### src/rtl/mod3_stream_sched.sv
// mod3_stream_sched
//   Round-robin scheduler and sequencer for a serial mod-3 divisibility
//   datapath. Two requesters offer W-bit words over valid/ready. One word is
//   granted at a time and shifted out MSB-first, one bit per clock. The
//   running residue is tracked, and a divisible-by-3 verdict is returned on a
//   result handshake. The verdict is tagged with the id of the requester
//   that sent the word.
//
// Ports
//   clk, rst            clock, asynchronous active-high reset
//   reqN_valid/data     requester N word offer (N = 0, 1)
//   reqN_ready          requester N word accepted this edge if valid
//   ser_bit, ser_en     serial bit stream to the datapath, MSB-first
//   res_valid/ready     result handshake
//   res_div3            1 when the accepted word is a multiple of 3
//   res_id              requester that owns the result
//   busy                scheduler is not idle
module mod3_stream_sched #(
    parameter int W = 8
) (
    input  logic         clk,
    input  logic         rst,
    input  logic         req0_valid,
    input  logic [W-1:0] req0_data,
    output logic         req0_ready,
    input  logic         req1_valid,
    input  logic [W-1:0] req1_data,
    output logic         req1_ready,
    output logic         ser_bit,
    output logic         ser_en,
    output logic         res_valid,
    output logic         res_div3,
    output logic         res_id,
    input  logic         res_ready,
    output logic         busy
);

    localparam int CW = (W > 1) ? $clog2(W) : 1;

    typedef enum logic [1:0] {
        IDLE  = 2'd0,
        SHIFT = 2'd1,
        DONE  = 2'd2
    } state_t;

    state_t         state_q, state_d;
    logic [W-1:0]   shreg_q, shreg_d;
    logic [CW-1:0]  cnt_q, cnt_d;
    logic [1:0]     residue_q, residue_d;
    logic           last_id_q, last_id_d;
    logic           res_id_q, res_id_d;
    logic           grant0, grant1;

    // Appending one bit to a number r gives 2r + b, so reduce that mod 3.
    // The unused encoding 3 is treated as residue 0.
    function automatic logic [1:0] residue_step(input logic [1:0] r, input logic b);
        logic [1:0] nxt;
        case (r)
            2'd1:    nxt = b ? 2'd0 : 2'd2;
            2'd2:    nxt = b ? 2'd2 : 2'd1;
            default: nxt = b ? 2'd1 : 2'd0;
        endcase
        return nxt;
    endfunction

    // When both requesters are valid, the one that did not win last time is
    // granted.
    always_comb begin
        grant0 = req0_valid & (~req1_valid | last_id_q);
        grant1 = req1_valid & (~req0_valid | ~last_id_q);
    end

    always_comb begin
        // NOTE: every signal gets a default before the case statement, so no
        // path through this block can leave a latch behind.
        state_d   = state_q;
        shreg_d   = shreg_q;
        cnt_d     = cnt_q;
        residue_d = (residue_q == 2'd3) ? 2'd0 : residue_q;
        last_id_d = last_id_q;
        res_id_d  = res_id_q;

        case (state_q)
            IDLE: begin
                if (grant0 | grant1) begin
                    state_d   = SHIFT;
                    shreg_d   = grant1 ? req1_data : req0_data;
                    res_id_d  = grant1;
                    last_id_d = grant1;
                    residue_d = 2'd0;
                    cnt_d     = '0;
                end
            end
            SHIFT: begin
                residue_d = residue_step(residue_q, shreg_q[W-1]);
                shreg_d   = {shreg_q[W-2:0], 1'b0};
                cnt_d     = cnt_q + CW'(1);
                if (cnt_q == CW'(W - 1)) begin
                    state_d = DONE;
                end
            end
            DONE: begin
                if (res_ready) begin
                    state_d = IDLE;
                end
            end
            default: begin
                state_d = IDLE;
            end
        endcase
    end

    // NOTE: state registers use non-blocking assignments only, so every flop
    // samples the values from before the edge regardless of block ordering.
    always_ff @(posedge clk or posedge rst) begin
        if (rst) begin
            state_q   <= IDLE;
            shreg_q   <= '0;
            cnt_q     <= '0;
            residue_q <= 2'd0;
            last_id_q <= 1'b1;
            res_id_q  <= 1'b0;
        end else begin
            state_q   <= state_d;
            shreg_q   <= shreg_d;
            cnt_q     <= cnt_d;
            residue_q <= residue_d;
            last_id_q <= last_id_d;
            res_id_q  <= res_id_d;
        end
    end

    always_comb begin
        req0_ready = (state_q == IDLE) & grant0;
        req1_ready = (state_q == IDLE) & grant1;
        ser_en     = (state_q == SHIFT);
        ser_bit    = (state_q == SHIFT) & shreg_q[W-1];
        res_valid  = (state_q == DONE);
        res_div3   = (state_q == DONE) & (residue_q == 2'd0);
        res_id     = res_id_q;
        busy       = (state_q != IDLE);
    end

endmodule

### config.mk
export PLATFORM = sky130hd
export DESIGN_NAME = mod3_stream_sched
export DESIGN_NICKNAME = d
export VERILOG_FILES = /design/src/rtl/mod3_stream_sched.sv
export SDC_FILE = /design/constraint.sdc
export NUM_CORES = 1
export LEC_CHECK = 0
export ABC_CLOCK_PERIOD_IN_PS = 1850
export BUFFER_PORTS_ARGS = -buffer_cell sky130_fd_sc_hd__buf_4
export CAP_MARGIN = 20
export CORE_MARGIN = 1.5
export CORE_UTILIZATION = 45
export CTS_CLUSTER_SIZE = 40
export DETAILED_ROUTE_END_ITERATION = 12
export PLACE_DENSITY = 0.71
export SLEW_MARGIN = 20
export SYNTH_ARGS = -nofsm -noshare
export SYNTH_HDL_FRONTEND = slang
export SYNTH_SLANG_ARGS = --single-unit
### constraint.sdc
create_clock -name clk -period 1.85 [get_ports clk]
set_input_delay 0.185 -clock clk [delete_from_list [all_inputs] [get_ports clk]]
set_output_delay 0.185 -clock clk [all_outputs]
set_load 0.1 [all_outputs]
### Word level (Yosys, flattened, before mapping)

Cells that the tools add are included.

| storage, ports and cells | value |
|---|---|
| bits in writable memories | 0 |
| word-level logic and storage cells | 51 |
| input port bits | 21 |
| bits in latches | 0 |
| ROM bits | 0 |
| memories | 0 |
| flip-flop bits (word level) | 17 |
| output and inout bits | 8 |

| operators by class | value |
|---|---|
| mux-type cells | 16 |
| $mul | 0 |
| shifts and indexed selects | 0 |
| bitwise gates (word level) | 12 |
| reductions and logical operators | 7 |
| add/sub/neg operators | 1 |
| div/mod/pow operators | 0 |
| magnitude comparators | 0 |
| equal/unequal tests | 9 |

Operator list:

| cell | count |
|---|---|
| 2-to-1 mux 8 bit | 2 |
| case mux 8 bit (2 select lines) | 1 |
| 2-to-1 mux 2 bit | 7 |
| case mux 2 bit (2 select lines) | 2 |
| AND 1 bit | 6 |
| equality test 2 bit, second input constant | 3 |
| case mux 2 bit (3 select lines) | 1 |
| case mux 3 bit (2 select lines) | 1 |
| equality test 2 x 1 -> 1 bit, second input constant | 2 |
| zero test 2 bit | 2 |
| != test 2 x 1 -> 1 bit, second input constant | 2 |
| AND reduction 2 bit | 2 |
| nonzero test 2 bit | 2 |
| adder 3 x 1 -> 3 bit, second input constant | 1 |
| equality test 3 bit, second input constant | 1 |
| 2-to-1 mux 3 bit | 1 |
| NOT 1 bit | 3 |
| OR 1 bit | 3 |
| AND reduction 3 bit | 1 |
| != test 2 bit, second input constant | 1 |
| 2-to-1 mux 1 bit | 1 |

### Depth between registers and ports, before layout

Gate-level depths: netlist (run 1).

| logic depth | value |
|---|---|
| depth in word-level cells | 6 |
| gate-level depth with buffers | 5 |
| mapped depth without buffers | 5 |

### Worst setup path before layout (run 1)

Ideal clock, no wire load.

| timing | value |
|---|---|
| kind | register -> output |
| from | reg state_q[0] |
| to | out res_div3 |
| arrival time | 2710 ps |
| required time | 1665 ps |
| slack | -1045 ps |
| path buffers | 0 |
| cell stages (with the launch flop) | 3 |
| path through | dfrtp_1 > nor2b_1 > and2_1 |

| between the ends | value |
|---|---|
| word-level cells in the longest chain between the ends | 2 |

RTL lines:

| what | line | source |
|---|---|---|
| from (decl) | 46 | `state_t state_q, state_d;` |
| from (signal assigned) | 124 | `state_q <= state_d;` |
| equality test 2 bit | n/a |  |
| named net res_valid | 31 | `output logic res_valid,` |
| AND 1 bit | 139 | `res_div3 = (state_q == DONE) & (residue_q == 2'd0);` |
| to (decl) | 32 | `output logic res_div3,` |

The timed path passes the listed nets, and every way through them passes these cells.

### Worst setup path after layout (run 1)

| timing | value |
|---|---|
| from | reg state_q[0] |
| to | out ser_en |

| between the ends | value |
|---|---|
| word-level cells in the longest chain between the ends | 1 |

RTL lines:

| what | line | source |
|---|---|---|
| equality test 2 x 1 -> 1 bit | 136 | `ser_en = (state_q == SHIFT);` |
| to (decl) | 30 | `output logic ser_en,` |

No other way between the ends.

==> results of run 1 <==
## layout make-up
class	count	share of cell area
flip-flops and latches	17	0.318
repair buffers	35	0.198
multi-input cells	73	0.425
well taps	28	0.0261
inverters	4	0.0140
clock buffers	4	0.0196
## layer usage
metal  wire (um)  vias to the layer above
met3          99                        2
met5           0                        -
li1            -                      428
met4          16                        0
met2        1130                       20
met1        1030                      420
## final timing paths
check                           start          to  slack, ns
min in group asynchronous         rst      res_id       0.54
hold reg to reg                res_id      res_id       0.52
hold / removal             req0_valid   last_id_q       0.08
setup reg to reg           state_q[0]  shreg_q[6]       0.40
setup / recovery           state_q[0]      ser_en       0.11
max in group asynchronous         rst  shreg_q[2]       0.89
## state kept, by name (all words and copies together), names as in the netlist
signal and count:
shreg_q 8, res_id 1, state_q 2, cnt_q 3
last_id_q 1, residue_q 2
## cells in the final DEF, fill, tap and decap left out, drive strengths merged
cell         netlist  routed
a22o               4       4
a221oi             7       7
a21oi              3       3
nor3               1       1
mux2               2       2
or2                1       1
dfstp              1       1
clkinvlp           0       1
buf                3      34
dfrtp             16      16
ha                 7       7
and3               1       1
a31oi              1       1
o21ai              9       9
mux2i              2       2
dlygate4sd3        0       1
inv                4       3
nand2b             2       2
nand2              3       3
and2b              1       1
o31ai              8       8
nor2b              8       8
nor2               3       3
a21bo              1       1
and2               9       9
clkbuf             4       4
## kinds of logic after synthesis
kind of cell | after synthesis | share of synthesized area
compound gates | 33 | 0.236
simple gates | 29 | 0.169
flops | 17 | 0.417
buf+inv | 11 | 0.0502
fa+ha+maj | 7 | 0.0857
mux | 4 | 0.0416
## what timing repair did
item                                    4_1_cts  5_1_grt
endpoints found under the hold margin        16        0
endpoints found under the setup margin        0        1
resized for setup                             0        1
hold buffers                                  1        0
## through the flow
stage,util,area [um^2],power (W)
floorplan,-,1060,0.00160
global placement,0.601,1310,0.00182
detailed placement,0.601,1310,0.00186
CTS,0.618,1340,0.00208
global route,0.619,1340,0.00221
finish,0.619,1340,0.00206
## worst reg2reg max path: stages, from the launching register on
cell,delay [ns]
sky130_fd_sc_hd__dfrtp_1,0.47
sky130_fd_sc_hd__and2b_2,0.29
sky130_fd_sc_hd__buf_4,0.19
sky130_fd_sc_hd__a221oi_1,0.27
sky130_fd_sc_hd__o31ai_1,0.12
## report_power, final
part | internal, W | total [W] | switching [W]
logic | 0.000450 | 0.00119 | 0.000741
registers | 0.000547 | 0.000665 | 0.000119
clock network | 0.0000838 | 0.000206 | 0.000122
==> results.rst, run 1 <==
.. list-table::
   :header-rows: 1

   * - Metric
     - Value
   * - Result of the run
     - completed
   * - Length of the first detailed-routing pass in iterations
     - 5
   * - Global route total overflow
     - 0
   * - Number of failing hold endpoints at the final stage
     - 0
   * - Setup Total Neg Slack
     - 0 ns
   * - Most numerous cell in the Yosys netlist
     - sky130_fd_sc_hd__dfrtp_1
   * - Required time of the critical path
     - about 1.7 ns
   * - Cell count of the worst hold path
     - 2
   * - Core Region
     - 0.00217 mm^2
   * - Clock tree from TritonCTS
     - yes
   * - Reg area
     - 427 um^2
   * - Cell family contributing the most delay on the critical path
     - flip-flops
   * - Multi-input combinational cell area
     - 571 um^2
   * - Leakage
     - 0.615 nW
   * - Via/cell ratio
     - about 5.4
   * - Met1 usage in global routing
     - 0.270
   * - Hold slack final
     - 0.0817 ns
   * - Classification of the worst-slack hold path
     - in2reg
   * - Die X
     - 50.7 um
   * - Clock edge transition at the registers on the reported setup and hold paths
     - 0.10 ns
   * - Starting Density
     - 0.471
   * - Aggregate global-route resource usage
     - 0.206
   * - Count of unresolved DRC violations after routing
     - 0
   * - Post-synthesis to final-layout area growth
     - 31.3%
   * - Synth cell types
     - 27
   * - Final-report setup violation count
     - 0
   * - Max-Slew Margin vs Limit
     - 0.562
   * - CTS buffer count
     - 3
   * - Pre-CTS worst setup slack
     - ~0.35 ns
   * - Pin count of the biggest net entering global routing
     - 18
   * - Number of warning messages in the yosys log
     - 0
   * - Non-filler instance count after layout
     - 161
   * - Biggest area consumer among synthesized cells
     - sky130_fd_sc_hd__dfrtp_1
   * - Final min period
     - between 1.5 and 2 ns
   * - Share of flip-flops with an asynchronous set or reset
     - 1.00
   * - Filler cell count in the final layout
     - roughly 190
   * - Crit path setup slack, layout
     - 0.107 ns
   * - Flops & latches, synth
     - 17
   * - DRC violation total after the first TritonRoute iteration
     - 19
   * - Post-Place Cells
     - 156
   * - Routed Wire Length
     - between 2000 and 2500 um
   * - Crit path arrival time
     - 1.56 ns
   * - Maximum single-stage delay on the critical path
     - 0.49 ns
   * - Post-synthesis instance area
     - 0.00102 mm^2
   * - Master cell of the clock root buffer
     - sky130_fd_sc_hd__clkbuf_4
   * - Top achievable clock speed
     - about 570 MHz
   * - Htree depth
     - 1
   * - Crit path top cell by count
     - sky130_fd_sc_hd__buf_4
   * - Fin nets
     - about 160
   * - Combined buffer and inverter count along the critical path
     - 2
   * - Number of clock sinks seen by CTS
     - 17
   * - Max Slew Vio Count
     - 0
   * - Number of global-route vias before repair
     - 836
   * - Proportion of layout cells with a drive suffix above 1
     - 0.398
   * - Share of the synthesized area in the top cell type
     - 0.392
   * - Biggest fanout along the worst timing path
     - 8
   * - IR drop worst, VDD
     - just under 1000 uV
   * - IO Port Bufs
     - 28
   * - Chip Height
     - 50.7 um
   * - Critical path class
     - reg2out
   * - Total inserted antenna cells
     - 0
   * - Final Cycle Share
     - 0.942
   * - RSZ-0062 raised after global routing
     - no
   * - Global-route wire length before repair
     - 3940 um
   * - Crit path capture type
     - output pin
   * - Cell chain of the critical path
     - and2b_2 -> buf_4 -> buf_4
   * - Worst path slowest cell
     - sky130_fd_sc_hd__dfrtp_1
   * - Post-DRT Antenna Nets
     - 0
   * - Global routing met3 resource utilization
     - 0.0357
   * - Element type at the critical path start
     - flop
   * - Total die area
     - 0.00257 mm^2
   * - Worst reg2reg path depth
     - 4
   * - Gate count after technology mapping
     - slightly above 100
   * - Average instance area after synthesis
     - between 10 and 15 um^2
   * - Source-to-sink clock delay at the later pin of the worst-skew pair
     - 0.29 ns
   * - Total power density per cell area
     - 1540 mW/mm^2
   * - Final Skew
     - around 0.0010 ns
   * - Detailed-route wire length per cell
     - 14.1 um
   * - Fraction of the yosys area taken by sequential cells
     - 0.417
   * - Number of top-level pins
     - 29
   * - Highest-utilization routing layer at the global route stage
     - met2
   * - Initial antenna violation count
     - 0
   * - Clock Path Buffers
     - 2
   * - Worst path depth
     - 3
   * - Gpl congestion
     - about 0.74
   * - Via Count
     - 870
   * - Top post-synthesis cells by count
     - 16 x sky130_fd_sc_hd__dfrtp_1, 9 x sky130_fd_sc_hd__and2_1, 9 x sky130_fd_sc_hd__o21ai_0, 8 x sky130_fd_sc_hd__nor2b_1
   * - Number of synthesized flops with an enable pin
     - 0
   * - Estimated wirelength of the detail-placed design
     - 1650 um
   * - Number of rows in the core area
     - 17
   * - Predominant post-synthesis flop cell
     - sky130_fd_sc_hd__dfrtp_1
   * - Net count of the mapped netlist
     - between 100 and 150
   * - Post-CTS setup buffer count
     - 0
   * - Number of maximum-capacitance violations
     - 0
   * - Leading cell types by total area after synthesis
     - sky130_fd_sc_hd__dfrtp_1 39%, sky130_fd_sc_hd__ha_1 8.6%, sky130_fd_sc_hd__a221oi_1 6.0%, sky130_fd_sc_hd__and2_1 5.5%, sky130_fd_sc_hd__o31ai_1 5.1%
   * - Least-Margin Pin Slew
     - around 0.66 ns
   * - Met2 track demand over resource
     - 0.329
(Power assumes the default switching activity.)
==> run 2, diff against run 1 <==
--- a/config.mk
+++ b/config.mk
@@ -8,12 +8,10 @@
 export ABC_CLOCK_PERIOD_IN_PS = 1850
 export BUFFER_PORTS_ARGS = -buffer_cell sky130_fd_sc_hd__buf_4
 export CAP_MARGIN = 20
-export CORE_MARGIN = 1.5
 export CORE_UTILIZATION = 45
 export CTS_CLUSTER_SIZE = 40
 export DETAILED_ROUTE_END_ITERATION = 12
 export PLACE_DENSITY = 0.71
-export SLEW_MARGIN = 20
 export SYNTH_ARGS = -nofsm -noshare
 export SYNTH_HDL_FRONTEND = slang
 export SYNTH_SLANG_ARGS = --single-unit
==> run 2 against run 1 <==
  * The run now ends with hold timing left
  * Flip-flop and latch count unchanged
  * Critical path depth increased by 1
  * Worst hold slack got worse by 0.12 ns
  * Clock skew increased by 0.0053 ns
  * Power increased by 0.47%
  * Largest power group unchanged
  * Highest routed layer unchanged
==> results.rst, run 2 (synthesis gave the netlist of run 1 again) <==
.. list-table::
   :header-rows: 1

   * - Metric
     - Value
   * - Result of the run
     - complete, but fails checks
   * - Failing checks
     - hold timing
   * - Largest registers
     - shreg_q x8, cnt_q x3
   * - Overall Power
     - 0.00207 W (+0.47%)
   * - Aggregate global-route resource usage
     - 0.214 (+0.00815)
   * - Chip Height
     - 49.7 um (-2.0%)
   * - Gpl congestion
     - 0.733 (-1.2%)
   * - Initial antenna violation count
     - 0 (unchanged)
   * - CTS buffer count
     - 3 (unchanged)
   * - Biggest fanout along the worst timing path
     - 12 (+4)
   * - Clock edge transition at the registers on the reported setup and hold paths
     - 0.11 ns (about the same)
   * - Crit path top cell by count
     - sky130_fd_sc_hd__buf_4
   * - Most common cell after layout, fill and taps aside
     - sky130_fd_sc_hd__buf_4
   * - Cell family contributing the most delay on the critical path
     - buffers and inverters
   * - Master cell of the clock root buffer
     - sky130_fd_sc_hd__clkbuf_4
   * - Global route total overflow
     - 0 (unchanged)
   * - Pin count of the biggest net entering global routing
     - 18 (unchanged)
   * - Top achievable clock speed
     - 575 MHz (+0.12%)
   * - Count of unresolved DRC violations after routing
     - 0 (unchanged)
   * - Total die area
     - 0.00247 mm^2 (-3.9%)
   * - Length of the first detailed-routing pass in iterations
     - 4 (-1)
   * - Source-to-sink clock delay at the later pin of the worst-skew pair
     - 0.30 ns (about the same)
   * - Maximum single-stage delay on the critical path
     - 0.39 ns (-0.10 ns)
   * - Leakage
     - 0.613 nW (-0.24%)
   * - Total power density per cell area
     - 1550 mW/mm^2 (+1.2%)
   * - Worst reg2reg path depth
     - 5 (+1)
   * - Number of failing hold endpoints at the final stage
     - 16 (+16)
   * - Final min period
     - 1.74 ns (-0.00201 ns)
   * - Post-DRT Antenna Nets
     - 0 (unchanged)
   * - IO Port Bufs
     - 28 (unchanged)
   * - Element type at the critical path start
     - flop
   * - Via/cell ratio
     - 5.57 (+3.0%)
   * - Clock Path Buffers
     - 2 (unchanged)
   * - Required time of the critical path
     - 1.66 ns (about the same)
   * - Proportion of layout cells with a drive suffix above 1
     - 0.409 (+0.0106)
   * - Least-Margin Pin Slew
     - 0.642 ns (-0.0140 ns)
   * - Htree depth
     - 1 (unchanged)
   * - Cts repair resizes
     - 0 (unchanged)
   * - Number of maximum-capacitance violations
     - 0 (unchanged)
   * - DRC violation total after the first TritonRoute iteration
     - 19 (unchanged)
   * - Final Cycle Share
     - 0.941 (-0.00109)
   * - Total inserted antenna cells
     - 0 (unchanged)
   * - Post-synthesis to final-layout area growth
     - 30.4%
   * - Number of rows in the core area
     - 16 (-1)
   * - Max Slew Vio Count
     - 0 (unchanged)
   * - Final-report setup violation count
     - 0 (unchanged)
   * - Hold slack final
     - -0.0394 ns (-0.121 ns)
   * - Post-CTS setup buffer count
     - 0 (unchanged)
   * - Combined buffer and inverter count along the critical path
     - 2 (unchanged)
   * - Number of global-route vias before repair
     - 882 (+5.5%)
   * - Flip-flop count of the largest register after layout
     - 8 (unchanged)
   * - Final Skew
     - 0.00631 ns (+0.00527 ns)
   * - Worst path slowest cell
     - sky130_fd_sc_hd__dfrtp_1
   * - Fin nets
     - 161 (-0.62%)
   * - Via Count
     - 885 (+1.7%)
   * - Setup slack on the worst flop-to-flop path
     - 0.43 ns (+0.03 ns)
   * - Cell chain of the critical path
     - buf_4 -> nor2_4 -> and3_2 -> buf_4
   * - Starting Density
     - 0.501 (+0.0294)
   * - Filler cell count in the final layout
     - 178 (-5.3%)
   * - Global-route wire length before repair
     - 4020 um (+1.9%)
   * - IR drop worst, VDD
     - 1260 uV (+29%)
   * - Critical path class
     - reg2out
   * - Number of top-level pins
     - 29 (unchanged)
   * - Clock tree from TritonCTS
     - yes
   * - Routed Wire Length
     - 2280 um (+0.40%)
   * - RSZ-0062 raised after global routing
     - no
   * - Top library cells by usage in the layout, fill and taps aside
     - 34 x sky130_fd_sc_hd__buf_4, 16 x sky130_fd_sc_hd__dfrtp_1, 9 x sky130_fd_sc_hd__o21ai_0
   * - Max-Slew Margin vs Limit
     - 0.571 (+0.00933)
   * - Classification of the worst-slack hold path
     - in2async
   * - Number of clock sinks seen by CTS
     - 17 (unchanged)
   * - Die X
     - 49.7 um (-2.0%)
   * - Crit path capture type
     - output pin
   * - Crit path setup slack, layout
     - 0.109 ns (+0.00201 ns)
   * - Pre-CTS worst setup slack
     - 0.399 ns (+0.0465 ns)
   * - Core Region
     - 0.00204 mm^2 (-5.9%)
   * - Largest register by flop count
     - shreg_q
   * - Post-CTS Hold Buffers
     - 0 (-1)
   * - RR Endpoint
     - shreg_q[6]
   * - Estimated wirelength of the detail-placed design
     - 1670 um (+1.5%)
   * - Crit path arrival time
     - 1.56 ns (about the same)
   * - Detailed-route wire length per cell
     - 14.4 um (+1.7%)
   * - Start of the worst register-to-register path
     - state_q[0]
==> run 2: cell types whose count changed in the layout (fill, tap and decap cells not counted) <==
cell,change
sky130_fd_sc_hd__dlygate4sd3_1,-1
sky130_fd_sc_hd__clkinv_2,+1
sky130_fd_sc_hd__clkbuf_1,-1
==> run 2: routing by layer <==
layer | global-route usage | part of all wire
met1 | 0.291 | 0.45
met2 | 0.342 | 0.49
met3 | 0.0556 | 0.049
met4 | 0.0429 | 0.0053
met5 | 0 | 0
==> run 2: cell type report <==
type | count | area (um^2) | share of cell area
Clock buffer | 3 | 22.5 | 0.0169
Timing Repair Buffer | 34 | 255 | 0.192
Clock inverter | 1 | 5.00 | 0.00376
Inverter | 4 | 18.8 | 0.0141
Tap cell | 27 | 33.8 | 0.0254
Sequential cell | 17 | 427 | 0.320
Multi-Input combinational cell | 73 | 571 | 0.428
==> run 2: where the power goes <==
part           switching [W]  total [W]  internal (W)  leakage, nW
sequential          0.000106   0.000652      0.000546        0.209
combinational       0.000759    0.00121      0.000451        0.387
clock               0.000128   0.000209     0.0000805       0.0177
==> run 2: per-stage QoR <==
stage / std cells / TNS [ns] / util / hold slack (ns) / cell area (um^2)
floorplan: 101 / -0.307 / - / 0.110 / 1060
CTS: 159 / 0 / 0.652 / 0.00214 / 1330
global route: 159 / 0 / 0.653 / 0.0295 / 1330
finish: 159 / 0 / 0.653 / -0.0394 / 1330
global placement: 155 / 0 / 0.638 / 0.325 / 1300
detailed placement: 155 / 0 / 0.638 / 0.329 / 1300
==> run 2: worst max-delay path by stage <==
stage,from,end,depth (start not counted)
floorplan,state_q[0],req1_ready,4
global placement,state_q[1],ser_bit,3
detailed placement,state_q[1],ser_bit,3
CTS,state_q[1],ser_bit,3
global route,state_q[0],req1_ready,5
finish,state_q[1],req0_ready,4
